## src/rtl/mips_pkg.sv

```systemverilog
// Shared definitions for the MIPS MEM-stage memory controller.
//   DATA_W        - datapath width
//   ADDR_BASE_DEF - default byte address that maps to SRAM word 0
//   mem_state_t   - MEM-stage access FSM states
//   cnt_width()   - width for a counter that holds 0..n-1, never below 1 bit
package mips_pkg;

   localparam int DATA_W        = 32;
   localparam int ADDR_BASE_DEF = 1024;

   typedef enum logic [1:0] {
      IDLE   = 2'd0,
      ACCESS = 2'd1,
      DONE   = 2'd2
   } mem_state_t;

   function automatic int cnt_width(input int n);
      return (n > 1) ? $clog2(n) : 1;
   endfunction

endpackage

```

## src/rtl/mem_stage_ctrl_if.sv

```systemverilog
// Pipeline-side bundle between the EXE/MEM register and the MEM-stage controller.
//   MEM_R_en, MEM_W_en - load / store request from EXE/MEM
//   ALU_result         - byte address
//   ST_value           - store data
//   MEM_result         - last read data, towards MEM/WB
//   ready              - 1 = pipeline may advance, 0 = freeze
// Modports: master = pipeline registers, slave = memory controller.
interface mem_stage_ctrl_if;
   import mips_pkg::*;

   logic              MEM_R_en;
   logic              MEM_W_en;
   logic [DATA_W-1:0] ALU_result;
   logic [DATA_W-1:0] ST_value;
   logic [DATA_W-1:0] MEM_result;
   logic              ready;

   modport master (
      output MEM_R_en, MEM_W_en, ALU_result, ST_value,
      input  MEM_result, ready
   );

   modport slave (
      input  MEM_R_en, MEM_W_en, ALU_result, ST_value,
      output MEM_result, ready
   );

endinterface

```

## src/rtl/mem_stage_ctrl_wait_counter.sv

```systemverilog
// Loadable down-counter that times the SRAM wait states.
//   clk, rst  - clock, synchronous active-high reset (count -> 0)
//   load      - load load_val (has priority over dec)
//   load_val  - value to load
//   dec       - decrement by one; holds at zero
//   cnt       - current count
//   zero      - cnt == 0
module mem_wait_counter #(
   parameter int CNT_W = 2
) (
   input  logic             clk,
   input  logic             rst,
   input  logic             load,
   input  logic [CNT_W-1:0] load_val,
   input  logic             dec,
   output logic [CNT_W-1:0] cnt,
   output logic             zero
);

   logic [CNT_W-1:0] cnt_q, cnt_d;

   always_comb begin
      cnt_d = cnt_q;
      if (load) begin
         cnt_d = load_val;
      end else if (dec && (cnt_q != '0)) begin
         cnt_d = cnt_q - 1'b1;
      end
   end

   always_ff @(posedge clk) begin
      if (rst) begin
         cnt_q <= '0;
      end else begin
         cnt_q <= cnt_d;
      end
   end

   assign cnt  = cnt_q;
   assign zero = (cnt_q == '0);

endmodule

```

## src/rtl/mem_stage_ctrl.sv

```systemverilog
// MEM-stage data-memory sequencer: runs the EXE/MEM request against a
// fixed-latency SRAM with WAIT_CYCLES wait states and freezes the pipeline
// (ready=0) until the access completes.
//   clk, rst     - pipeline clock, synchronous active-high reset
//   pipe         - mem_stage_ctrl_if.slave (request in, MEM_result/ready out)
//   sram_rdata   - SRAM read data
//   sram_addr    - SRAM word address
//   sram_wdata   - SRAM write data
//   sram_ce_n/oe_n/we_n - active-low SRAM strobes, all registered
//   stall_count  - cycles with ready==0, saturating; only with MEM_CTRL_PERF_EN
// Optional feature macro: MEM_CTRL_PERF_EN.
//
// state  | meaning
// IDLE   | no access; a request latches addr/data/kind and starts the access
// ACCESS | SRAM strobes active, wait counter running down
// DONE   | access finished, ready=1 for one cycle, request ignored
module mem_stage_ctrl
   import mips_pkg::*;
#(
   parameter int WAIT_CYCLES = 4,
   parameter int ADDR_BASE   = ADDR_BASE_DEF,
   parameter int SRAM_ADDR_W = 17
) (
   input  logic                   clk,
   input  logic                   rst,
   mem_stage_ctrl_if.slave        pipe,
   input  logic [DATA_W-1:0]      sram_rdata,
   output logic [SRAM_ADDR_W-1:0] sram_addr,
   output logic [DATA_W-1:0]      sram_wdata,
   output logic                   sram_ce_n,
   output logic                   sram_oe_n,
   output logic                   sram_we_n
`ifdef MEM_CTRL_PERF_EN
   ,
   output logic [31:0]            stall_count
`endif
);

   localparam int CNT_W = cnt_width(WAIT_CYCLES);

   mem_state_t state_q, state_d;

   logic [SRAM_ADDR_W-1:0] addr_q, addr_d;
   logic [DATA_W-1:0]      wdata_q, wdata_d;
   logic [DATA_W-1:0]      result_q, result_d;
   logic                   is_wr_q, is_wr_d;
   logic                   ce_n_q, ce_n_d;
   logic                   oe_n_q, oe_n_d;
   logic                   we_n_q, we_n_d;

   logic                   req;
   logic [DATA_W-1:0]      byte_off;
   logic [SRAM_ADDR_W-1:0] req_addr;
   logic                   cnt_load;
   logic                   cnt_dec;
   logic                   cnt_zero;
   logic [CNT_W-1:0]       cnt_val;
   logic                   ready_c;

   assign req = pipe.MEM_R_en | pipe.MEM_W_en;

   // Out-of-window addresses simply wrap; the subtraction and truncation are modular.
   assign byte_off = pipe.ALU_result - DATA_W'(ADDR_BASE);
   assign req_addr = SRAM_ADDR_W'(byte_off >> 2);

   mem_wait_counter #(
      .CNT_W (CNT_W)
   ) u_wait_cnt (
      .clk      (clk),
      .rst      (rst),
      .load     (cnt_load),
      .load_val (CNT_W'(WAIT_CYCLES - 1)),
      .dec      (cnt_dec),
      .cnt      (cnt_val),
      .zero     (cnt_zero)
   );

   always_comb begin
      state_d  = state_q;
      addr_d   = addr_q;
      wdata_d  = wdata_q;
      is_wr_d  = is_wr_q;
      result_d = result_q;
      cnt_load = 1'b0;
      cnt_dec  = 1'b0;
      unique case (state_q)
         IDLE: begin
            if (req) begin
               state_d  = ACCESS;
               cnt_load = 1'b1;
               addr_d   = req_addr;
               wdata_d  = pipe.ST_value;
               // Read+write together is illegal; the write wins.
               is_wr_d  = pipe.MEM_W_en;
            end
         end
         ACCESS: begin
            if (cnt_zero) begin
               state_d = DONE;
               if (!is_wr_q) begin
                  result_d = sram_rdata;
               end
            end else begin
               cnt_dec = 1'b1;
            end
         end
         DONE: begin
            // The frozen request is still on the inputs here; never re-issue it.
            state_d = IDLE;
         end
         default: begin
            state_d = IDLE;
         end
      endcase
   end

   // Strobes are registered from the next state so the SRAM only sees flop outputs.
   always_comb begin
      ce_n_d = ~(state_d == ACCESS);
      oe_n_d = ~((state_d == ACCESS) && !is_wr_d);
      we_n_d = ~((state_d == ACCESS) &&  is_wr_d);
   end

   always_ff @(posedge clk) begin
      if (rst) begin
         state_q  <= IDLE;
         addr_q   <= '0;
         wdata_q  <= '0;
         is_wr_q  <= 1'b0;
         result_q <= '0;
         ce_n_q   <= 1'b1;
         oe_n_q   <= 1'b1;
         we_n_q   <= 1'b1;
      end else begin
         state_q  <= state_d;
         addr_q   <= addr_d;
         wdata_q  <= wdata_d;
         is_wr_q  <= is_wr_d;
         result_q <= result_d;
         ce_n_q   <= ce_n_d;
         oe_n_q   <= oe_n_d;
         we_n_q   <= we_n_d;
      end
   end

   assign ready_c = (state_q == DONE) | ((state_q == IDLE) & ~req) | rst;

   assign pipe.ready      = ready_c;
   assign pipe.MEM_result = result_q;
   assign sram_addr       = addr_q;
   assign sram_wdata      = wdata_q;
   assign sram_ce_n       = ce_n_q;
   assign sram_oe_n       = oe_n_q;
   assign sram_we_n       = we_n_q;

`ifdef MEM_CTRL_PERF_EN
   logic [31:0] stall_q, stall_d;

   always_comb begin
      stall_d = stall_q;
      if (!ready_c && (stall_q != 32'hFFFF_FFFF)) begin
         stall_d = stall_q + 32'd1;
      end
   end

   always_ff @(posedge clk) begin
      if (rst) begin
         stall_q <= '0;
      end else begin
         stall_q <= stall_d;
      end
   end

   assign stall_count = stall_q;
`endif

endmodule

```

## src/flat_wrapper.sv

```systemverilog
// flat-port wrapper written by rule: the top's interface ports become plain ports
module mem_stage_ctrl_flat import mips_pkg::*;
#(
   parameter int WAIT_CYCLES = 4,
   parameter int ADDR_BASE   = ADDR_BASE_DEF,
   parameter int SRAM_ADDR_W = 17
)
  (clk, rst, sram_rdata, sram_addr, sram_wdata, sram_ce_n, sram_oe_n, sram_we_n, pipe_MEM_R_en, pipe_MEM_W_en, pipe_ALU_result, pipe_ST_value, pipe_MEM_result, pipe_ready);
  mem_stage_ctrl_if pipe_i ();
  input  logic clk;
  input  logic rst;
  input  logic [DATA_W-1:0] sram_rdata;
  output logic [SRAM_ADDR_W-1:0] sram_addr;
  output logic [DATA_W-1:0] sram_wdata;
  output logic sram_ce_n;
  output logic sram_oe_n;
  output logic sram_we_n;
  input wire logic [$bits(pipe_i.MEM_R_en)-1:0] pipe_MEM_R_en;
  input wire logic [$bits(pipe_i.MEM_W_en)-1:0] pipe_MEM_W_en;
  input wire logic [$bits(pipe_i.ALU_result)-1:0] pipe_ALU_result;
  input wire logic [$bits(pipe_i.ST_value)-1:0] pipe_ST_value;
  output wire logic [$bits(pipe_i.MEM_result)-1:0] pipe_MEM_result;
  output wire logic [$bits(pipe_i.ready)-1:0] pipe_ready;
  assign pipe_i.MEM_R_en = pipe_MEM_R_en;
  assign pipe_i.MEM_W_en = pipe_MEM_W_en;
  assign pipe_i.ALU_result = pipe_ALU_result;
  assign pipe_i.ST_value = pipe_ST_value;
  assign pipe_MEM_result = pipe_i.MEM_result;
  assign pipe_ready = pipe_i.ready;
  mem_stage_ctrl #(.WAIT_CYCLES(WAIT_CYCLES), .ADDR_BASE(ADDR_BASE), .SRAM_ADDR_W(SRAM_ADDR_W)) u_core (.clk(clk), .rst(rst), .pipe(pipe_i), .sram_rdata(sram_rdata), .sram_addr(sram_addr), .sram_wdata(sram_wdata), .sram_ce_n(sram_ce_n), .sram_oe_n(sram_oe_n), .sram_we_n(sram_we_n));
endmodule
```

## config.mk

```make
export PLATFORM = sky130hd
export DESIGN_NAME = mem_stage_ctrl_flat
export DESIGN_NICKNAME = d
export VERILOG_FILES = /design/src/rtl/mips_pkg.sv /design/src/rtl/mem_stage_ctrl_if.sv /design/src/rtl/mem_stage_ctrl_wait_counter.sv /design/src/rtl/mem_stage_ctrl.sv /design/src/flat_wrapper.sv
export SDC_FILE = /design/constraint.sdc
export NUM_CORES = 1
export LEC_CHECK = 0
export ABC_AREA = 1
export BUFFER_PORTS_ARGS = -buffer_cell sky130_fd_sc_hd__clkbuf_2
export CORE_UTILIZATION = 24
export DETAILED_ROUTE_END_ITERATION = 10
export GPL_ROUTABILITY_DRIVEN = 0
export HOLD_SLACK_MARGIN = 0.02
export SYNTH_ARGS = -nofsm -noshare
export SYNTH_HDL_FRONTEND = slang
export SYNTH_SLANG_ARGS = --single-unit
```

## constraint.sdc

```tcl
create_clock -name clk -period 2.3 [get_ports clk]
set_input_delay 0.345 -clock clk [delete_from_list [all_inputs] [get_ports clk]]
set_output_delay 0.345 -clock clk [all_outputs]
set_load 0.01 [all_outputs]
```

==> reports/metrics.csv <==
stage,metric,value,unit
clock_network,clockBufferDepth,2,
yosys,synth_fa_ha_area_frac,0.00763,
yosys,yosysTopAreaCellShare,0.543,
power_and_ir_drop,p_leak,0.00235,uW
floorplan,core,13300,um^2
routing,ant_nets,0,
yosys,synth_nets,536,
sta,hold_violations,0,
finish,syn2layout_area_growth,39.5,%
clock_network,clk_pin_slew_worst_paths,60,ps
sta,finalMaxSlewViolations,0,
yosys,yosysTopAreaCell,dfxtp_1,
sta,clock.fmax,0.692,GHz
critical_path,cp-end-kind,flip-flop,
status,status,finished clean,
placement,port_buffers,169,
grt,grt_pass1_vias,2935,
critical_path,startpoint_type,flip-flop,
clock_network,htreeDepth,3,
yosys,synth_top_family_by_area,simple AND/OR/NAND/NOR gates,
sta,fin_hold_ws,213,ps
grt,antenna_found_initial,0,
power_and_ir_drop,pwr-share-seq,0.456,
floorplan,die_w,119,um
yosys,synth_common_cells,"164 x nor2_1, 89 x dfxtp_1, 63 x o21ai_0",
grt,grt.overflow.total,0,
power_and_ir_drop,p_per_area,878,nW/um^2
yosys,yosysMostFrequentCell,nor2_1,
yosys,seq_area_frac_synth,0.543,
yosys,synth_xor_xnor_area_share,0.00267,
clock_network,clk_latency,340,ps
finish,n_antenna_cell,0,
floorplan,pin_count,185,
yosys,syn-instance-count,434,
sta,tns,0,ps
yosys,synth-edff-count,0,
routing,initialDrtViolationCount,96,
yosys,synth-async-reset-ratio,0,
floorplan,row_count,42,
floorplan,initial_utilization,0.247,
routing,vias,3182,
routing,drt-total-wl,8720,um
power_and_ir_drop,p_switching,1160,uW
clock_network,root_buffer,clkbuf_16,
sta,fin_crit_sh,0.628,
power_and_ir_drop,p_sw_frac,0.289,
clock_network,cts_tree,built,
floorplan,dieArea,14100,um^2
yosys,synth-compound-area-share,0.142,
sta,layout_min_cycle_time,1440,ps
yosys,ys_warn_count,0,
clock_network,cts-resized-gates,0,
job,cap_violations,0,
yosys,muxShareOfSynthArea,0,
yosys,synth_area_per_cell,7.56,um^2
critical_path,cp_max_fo,32,
power_and_ir_drop,internal_power,2850,uW
clock_network,numCtsBuffers,9,
yosys,yosys_register_bits,89,
sta,final.setup_skew,6.39,ps
clock_network,ctsHoldBuffers,0,
critical_path,crit_type,flip-flop to flip-flop,
yosys,synth_area_leaders,"dfxtp_1 54%, nor2_1 19%, o21ai_0 9.6%",
placement,detailed_place_hpwl,6080,um
finish,drive_gt1_frac,0.331,
min_path,min_path_type,input pin to flip-flop,
grt,grt_max_degree,49,
sta,setup_viol,0,
clock_network,cts.sinks,89,
power_and_ir_drop,comb_power_share,0.204,
critical_path,critPathArrivalTime,1720,ps
critical_path,required,2570,ps
power_and_ir_drop,power_frac_clock,0.340,
floorplan,dieHeight,119,um
routing,first_pass_iters,4,
finish,final_nets,698,
yosys,synth_area,3280,um^2
sta,relSlewSlack,0.628,
routing,drcViolationCount,0,
sta,worstMarginPinSlew,558,ps
yosys,yosys.area_share.simple,0.242,
sta,rsz0062_at_grt,no,
routing,wl_per_cell,11.2,um
yosys,synth_ff_type,dfxtp_1,
grt,grt_pass1_wl,13900,um
grt,grt_use_total,0.127,
routing,via_per_inst,4.10,
power_and_ir_drop,irDropWorstVdd,0.333,mV
clock_network,post_cts_buffers,0,
finish,fillers,1460,
yosys,synth_cell_types,19,
==> layout by cell type (no fill, tap or decap), drive strengths merged <==
cell type / n
a21boi: 1
or2: 1
inv: 22
clkinvlp: 1
clkinv: 1
nand2: 27
xnor2: 1
nor2: 168
dfxtp: 89
nand3: 7
buf: 7
clkbuf: 183
ha: 2
o21ai: 84
a21oi: 7
==> sequential cells by signal (all words and copies together), names as in the netlist <==
signal and flops:
u_core.is_wr_q 1, u_core.pipe.MEM_result 32, u_core.sram_addr 17, u_core.sram_ce_n 1, u_core.sram_oe_n 1, u_core.sram_wdata 32, u_core.sram_we_n 1, u_core.state_q 2
u_core.u_wait_cnt.cnt 2
==> critical path, cell delays in order (launching register included) <==
cell     delay (ps)
dfxtp_1         320
inv_1            50
ha_1            200
nand2_1         120
nor2_4           50
inv_2           410
nor2_1           90
nor2_1          120
==> final timing paths <==
path,slack [ps],cells after the start,startpoint,to
worst max-delay path,860,7,u_core.u_wait_cnt.cnt[0],u_core.pipe.MEM_result[4]
worst min-delay path,210,2,pipe_ALU_result[10],u_core.sram_addr[8]
worst max register to register,860,7,u_core.u_wait_cnt.cnt[0],u_core.pipe.MEM_result[4]
worst min register to register,480,2,u_core.sram_wdata[5],u_core.sram_wdata[5]
==> logic make-up after synthesis <==
| group | Yosys count |
|---|---|
| xor+xnor | 1 |
| simple gates | 203 |
| buf+inv | 47 |
| fa+ha+maj | 2 |
| flops | 89 |
| compound gates | 92 |
==> area by class of cell <==
type / instances / area, um^2 / share of cell area
clock inverters: 2 / 12.5 / 0.00274
well taps: 176 / 220 / 0.0482
repair buffers: 176 / 911 / 0.199
clock buffers: 14 / 264 / 0.0577
inverters: 22 / 82.6 / 0.0181
flip-flops and latches: 89 / 1780 / 0.390
multi-input cells: 298 / 1300 / 0.285
==> routing by layer <==
| metal | GRT usage | vias up | part of all wire |
|---|---|---|---|
| met2 | 0.209 | 106 | 0.46 |
| met5 | 0 | - | 0 |
| met1 | 0.144 | 1377 | 0.45 |
| li1 | - | 1692 | - |
| met4 | 0.0427 | 0 | 0.010 |
| met3 | 0.0608 | 7 | 0.085 |
==> power by group through the flow <==
stage	clock (uW)	combinational, uW	sequential (uW)
4_1_cts	1440	835	1830
2_1_floorplan	0	390	1950
3_5_place_dp	0	834	1860
6_report	1370	819	1830
3_3_place_gp	0	828	1860
5_1_grt	1490	931	1850
==> per-stage QoR <==
step	cells	instance area, um^2	utilization	setup slack [ps]	power [uW]
4_1_cts	777	4570	0.344	833	4100
2_1_floorplan	434	3280	-	978	2340
6_report	777	4570	0.344	855	4020
3_5_place_dp	761	4300	0.323	776	2700
3_3_place_gp	761	4300	0.323	769	2690
5_1_grt	777	4570	0.344	676	4270
No activity file was read; power rests on OpenSTA's default activity.
